==> src/rtl/ram_arbiter.sv <==
// ram_arbiter: shares one single-port RAM between instruction fetch, load and
// store. It grants one access per cycle and tracks the one-cycle read latency.
//
// Ports:
//   clk, rst                      clock, asynchronous active-low reset
//   if_req/if_addr/if_ack/if_data fetch read channel
//   ld_req/ld_addr/ld_ack/ld_data load read channel (raw word)
//   st_req/st_mode/st_addr/st_data/st_ack  store channel
//   ram_addr/ram_write_mode/ram_write_data/ram_read_data  RAM macro side
//   busy                          a read is outstanding
//
// Build option: define RAM_ARB_FAIR_EN to let fetch override data traffic
// after MAX_DATA_BURST consecutive data grants. Without it, priority is
// strictly store > load > fetch.
//
// Grants, store ack and RAM write controls are combinational in the grant
// cycle. This is the zero-latency store path the pipeline relies on.
module ram_arbiter #(
   parameter int unsigned XLEN           = 32,
   parameter int unsigned MAX_DATA_BURST = 4
) (
   input  logic            clk,
   input  logic            rst,
   input  logic            if_req,
   input  logic [XLEN-1:0] if_addr,
   output logic            if_ack,
   output logic [XLEN-1:0] if_data,
   input  logic            ld_req,
   input  logic [XLEN-1:0] ld_addr,
   output logic            ld_ack,
   output logic [XLEN-1:0] ld_data,
   input  logic            st_req,
   input  logic [1:0]      st_mode,
   input  logic [XLEN-1:0] st_addr,
   input  logic [XLEN-1:0] st_data,
   output logic            st_ack,
   output logic [XLEN-1:0] ram_addr,
   output logic [1:0]      ram_write_mode,
   output logic [XLEN-1:0] ram_write_data,
   input  logic [XLEN-1:0] ram_read_data,
   output logic            busy
);

   localparam int unsigned CNT_W = 4;

   // Elaboration-time range check on the burst limit.
   if (MAX_DATA_BURST < 1 || MAX_DATA_BURST > 15) begin : g_bad_burst
      $error("ram_arbiter: MAX_DATA_BURST must be in 1..15");
   end

   typedef enum logic {S_IDLE, S_RD_PEND} state_t;
   typedef enum logic {OWN_IF, OWN_LD} owner_t;

   state_t          state_q, state_d;
   owner_t          owner_q, owner_d;
   logic [XLEN-1:0] ram_addr_q, ram_addr_d;

   logic gnt_st, gnt_ld, gnt_if;
   logic fair_force;
   logic rd_done;

`ifdef RAM_ARB_FAIR_EN
   logic [CNT_W-1:0] cnt_q, cnt_d;

   // Fetch wins once data traffic has used up its burst allowance.
   assign fair_force = if_req && (cnt_q == CNT_W'(MAX_DATA_BURST));

   // Consecutive data grants while fetch waits; cleared when fetch is served or idle.
   always_comb begin
      cnt_d = cnt_q;
      if (rst && state_q == S_IDLE) begin
         if (!if_req || gnt_if) begin
            cnt_d = '0;
         end else if (gnt_st || gnt_ld) begin
            cnt_d = cnt_q + CNT_W'(1);
         end
      end
   end

   always_ff @(posedge clk or negedge rst) begin
      if (!rst) begin
         cnt_q <= '0;
      end else begin
         cnt_q <= cnt_d;
      end
   end
`else
   assign fair_force = 1'b0;
`endif

   // Grant selection. Only issued in IDLE, and suppressed while reset is held.
   always_comb begin
      gnt_st = 1'b0;
      gnt_ld = 1'b0;
      gnt_if = 1'b0;
      if (rst && state_q == S_IDLE) begin
         if (fair_force) begin
            gnt_if = 1'b1;
         end else if (st_req) begin
            gnt_st = 1'b1;
         end else if (ld_req) begin
            gnt_ld = 1'b1;
         end else if (if_req) begin
            gnt_if = 1'b1;
         end
      end
   end

   // Next state, read owner and held RAM address.
   always_comb begin
      state_d    = state_q;
      owner_d    = owner_q;
      ram_addr_d = ram_addr_q;
      case (state_q)
         S_IDLE: begin
            if (gnt_ld || gnt_if) begin
               state_d = S_RD_PEND;
               owner_d = gnt_ld ? OWN_LD : OWN_IF;
            end
         end
         S_RD_PEND: state_d = S_IDLE;
         default:   state_d = S_IDLE;
      endcase
      if (gnt_st) begin
         ram_addr_d = st_addr;
      end else if (gnt_ld) begin
         ram_addr_d = ld_addr;
      end else if (gnt_if) begin
         ram_addr_d = if_addr;
      end
   end

   always_ff @(posedge clk or negedge rst) begin
      if (!rst) begin
         state_q    <= S_IDLE;
         owner_q    <= OWN_IF;
         ram_addr_q <= '0;
      end else begin
         state_q    <= state_d;
         owner_q    <= owner_d;
         ram_addr_q <= ram_addr_d;
      end
   end

   // RAM side: the address follows the grant, otherwise it holds.
   assign ram_addr       = ram_addr_d;
   assign ram_write_mode = gnt_st ? st_mode : 2'b00;
   assign ram_write_data = gnt_st ? st_data : '0;

   // Requester side: read data is forwarded only in the owner's ack cycle.
   assign rd_done = (state_q == S_RD_PEND);
   assign busy    = rd_done;
   assign st_ack  = gnt_st;
   assign if_ack  = rd_done && (owner_q == OWN_IF);
   assign ld_ack  = rd_done && (owner_q == OWN_LD);
   assign if_data = if_ack ? ram_read_data : '0;
   assign ld_data = ld_ack ? ram_read_data : '0;

endmodule

==> config.mk <==
export PLATFORM = sky130hd
export DESIGN_NAME = ram_arbiter
export DESIGN_NICKNAME = d
export VERILOG_FILES = /design/src/rtl/ram_arbiter.sv
export SDC_FILE = /design/constraint.sdc
export NUM_CORES = 1
export LEC_CHECK = 0
export CORE_AREA = 5 5 115 117
export DETAILED_ROUTE_END_ITERATION = 16
export DIE_AREA = 0 0 120 122
export PLACE_DENSITY_LB_ADDON = 0.25
export SLEW_MARGIN = 20
export SYNTH_ARGS = -nofsm -noshare
export SYNTH_HDL_FRONTEND = slang
export SYNTH_SLANG_ARGS = --single-unit
==> constraint.sdc <==
create_clock -name clk -period 2.5 [get_ports clk]
set_clock_uncertainty 0.2 [all_clocks]
set_input_delay 0.75 -clock clk [delete_from_list [all_inputs] [get_ports clk]]
set_output_delay 0.75 -clock clk [all_outputs]
set_load 0.05 [all_outputs]
==> results_dict.tcl <==
set metrics [dict create \
    status "complete, but fails checks" \
    violations "setup timing" \
    worstPathArrival_ns 1.82 \
    slew_headroom 0.670 \
    nNetsFinal 870 \
    drv_slew 0 \
    rsz0062_at_grt "yes" \
    cts_tree "built" \
    crit_path_max_fanout 19 \
    power_mw 3.58 \
    wl_per_cell_um 18.9 \
    synth_top_family_by_area "simple AND/OR/NAND/NOR gates" \
    wirelength_mm 16.2 \
    max_freq_ghz 0.361 \
    htreeDepth 2 \
    fin_crit_sh 1.11 \
    gr-usage-met1 0.218 \
    drive_above_1_share 0.530 \
    viasPerCell 4.84 \
    clk_root_buffer_cell "clkbuf_16" \
    worst_path_most_repeated_cell "buf_12" \
    dr.pass1.iters 4 \
    io-pin-count 301 \
    fin_crit_ns 2.77 \
    hold_buffers 0 \
    synth_area_leaders "dfrtp_1 (30%), and3_1 (14%), o22a_1 (9.8%)" \
    setup_viol 67 \
    reg2reg_to "ram_addr_q[0]" \
    maxCapViolCount 0 \
    path_buf_inv 3 \
    synth-simple-area-share 0.357 \
    synth_top_cell_by_area "dfrtp_1" \
    tightest_slew_ns 0.495 \
    ys.warnings.count 0 \
    synthMuxAreaShare 0 \
    hpwlAfterDp_mm 12.5 \
    pwr_density_cell_nw_per_um2 398 \
    cts.sinks 34 \
    finalNonFillerCells 855 \
    cp-end-kind "primary output" \
    synthAdderAreaFrac 0 \
    drc 0 \
    syn2layout_area_growth_pct 213 \
    synthCells 374 \
    worst_slack_ns -0.274 \
    yosys.area.top_type_share 0.297 \
    worstRegToRegCells 6 \
    netlist_area_um2 2870 \
    die_area_um2 14600 \
    ys_seq_area_frac 0.297 \
    design_area_um2 8990 \
    yosys_register_bits 34 \
    dpl.cell_count 827 \
    r2r-start "busy" \
    synth_compound_area_frac 0.220 \
    gp_congestion 0.823 \
    synth_xor_area_frac 0 \
    final_util 0.733 \
    hp-class "input port to async pin" \
    p_leak_nw 3.98 \
    peakVddDrop_uv 306 \
    chipHeight_um 122 \
    worstPathCellList "buf_12, o31a_4, buf_12, o22a_4, buf_12" \
    post_dp_cell_area_um2 8110 \
    finalHoldViolCount 0 \
    dr_total_vias 4139 \
    ys_types 21 \
    std_cell_rows 41 \
    grt_max_degree 36 \
    slowest_stage "o31a_4" \
    fp.dieW_um 120 \
    path_clk_slew_ns 0.06 \
    core_area_um2 12300 \
    syn_nets 541 \
    syn_area_per_cell_um2 7.67 \
    timing.hold.ws_ns 0.321 \
    cp.required_ns 1.55 \
    grt_pass1_wl_mm 23.7 \
    busiest_layer "met2" \
    clkLatencyLatePin_ns 0.27 \
    io_buffer_count 300 \
    clk_path_buf_depth 2 \
    postRouteAntennaNets 0 \
    grt_antenna_before_repair 1 \
    worstSetupPathType "input port to primary output" \
    overflow 0 \
    initial_core_util 0.234 \
    cts_buffers 5 \
    track_usage 0.201 \
    met2_usage 0.390 \
    grt_pass1_vias 4341 \
    r2r_slack_ns 0.84 \
    critPathMaxStageDelay_ns 0.36 \
    grt_use_met3 0.0599 \
    start_kind "input port" \
    drt_iter0_markers 84 \
    critPathTopFamily "compound AO/OA/AOI/OAI gates" \
]
[kinds of logic (layout without fill, tap and decap cells)]
family / after synthesis / in the layout
AND/OR/NAND/NOR: 200 / 200
buffers and inverters: 73 / 403
AO/OA/AOI/OAI: 67 / 67
flip-flops: 34 / 34
other: 0 / 1
[flip-flops by register name, summed over array words and instances (netlist names)]
signal / flops
busy: 1
owner_q: 1
ram_addr_q: 32
[synth_stat cells]
cell type,n
a221oi_1,26
a221oi_2,6
a22o_1,1
and2_1,34
and2b_1,1
and3_1,66
buf_1,3
buf_12,1
buf_2,13
buf_4,5
buf_6,5
clkbuf_1,14
dfrtp_1,34
inv_1,32
nand2_1,65
nor2_1,32
nor2b_4,1
nor3b_2,1
o21a_1,1
o22a_1,32
o31a_4,1
[power breakdown]
part | switching (mW) | leakage, nW | total, mW | internal (mW)
Sequential | 0.0423 | 0.384 | 0.676 | 0.634
Clock | 0.249 | 0.0836 | 0.716 | 0.467
Combinational | 1.05 | 3.51 | 2.19 | 1.14
[metal layers]
layer  wire length [um]  up-vias
li1                   -     1961
met5                  7        -
met1               5800     1971
met3               1280       16
met4                167        2
met2               8910      189
[worst register-to-register path: cells and delay by family, from the launching register on]
kind                   cells  cell delay, ns
AND/OR/NAND/NOR            2            0.27
buffers and inverters      3            0.42
AO/OA/AOI/OAI              1            0.23
flip-flops                 1            0.44
[how the worst max path moves through the flow]
stage,slack [ns],cells after the start,startpoint,to
2_1_floorplan,-0.06,4,if_req,ram_addr[10]
3_3_place_gp,-0.47,5,ld_addr[27],ram_addr[27]
3_5_place_dp,-0.47,5,ld_addr[26],ram_addr[26]
4_1_cts,-0.28,5,ld_req,ram_addr[7]
5_1_grt,-0.29,6,st_req,ram_addr[6]
6_report,-0.27,5,ld_req,ram_addr[7]
[stage by stage]
step	worst slack [ns]	setup TNS, ns
floorplan	-0.0612	-1.89
global placement	-0.472	-17.53
detailed placement	-0.473	-18.46
CTS	-0.278	-12.33
global route	-0.294	-15.16
finish	-0.274	-13.14
[what timing repair did]
item	CTS	global route
buffers inserted	13	4
pin swaps	79	28
resized for setup	187	33
endpoints found under the setup margin	103	107
cloned	3	2
[final cells by class]
type                    count  area (um2)
repair buffers            363        5030
well taps                 150         188
flip-flops and latches     34         852
clock buffers               5         125
diodes                      1        2.50
multi-input cells         267        2630
clock inverters             3        40.0
fillers                   876        3270
inverters                  32         120
[placed cells by master, fill, tap and decap left out, types with 2 or more instances in the layout]
master           count
a221oi_2            19
a221oi_4            13
and2_1              23
and2_2               8
and2_4               3
and3_4              66
buf_12             148
buf_16               2
buf_4               37
buf_6               10
buf_8                2
clkbuf_16            7
clkdlybuf4s50_1     66
clkinv_2             2
dfrtp_1             33
dlygate4sd2_1       84
dlymetal6s2s_1      12
inv_1               27
inv_2                5
nand2_1             65
nor2_1              18
nor2_2              14
o22a_4              32
(Power assumes the default switching activity.)
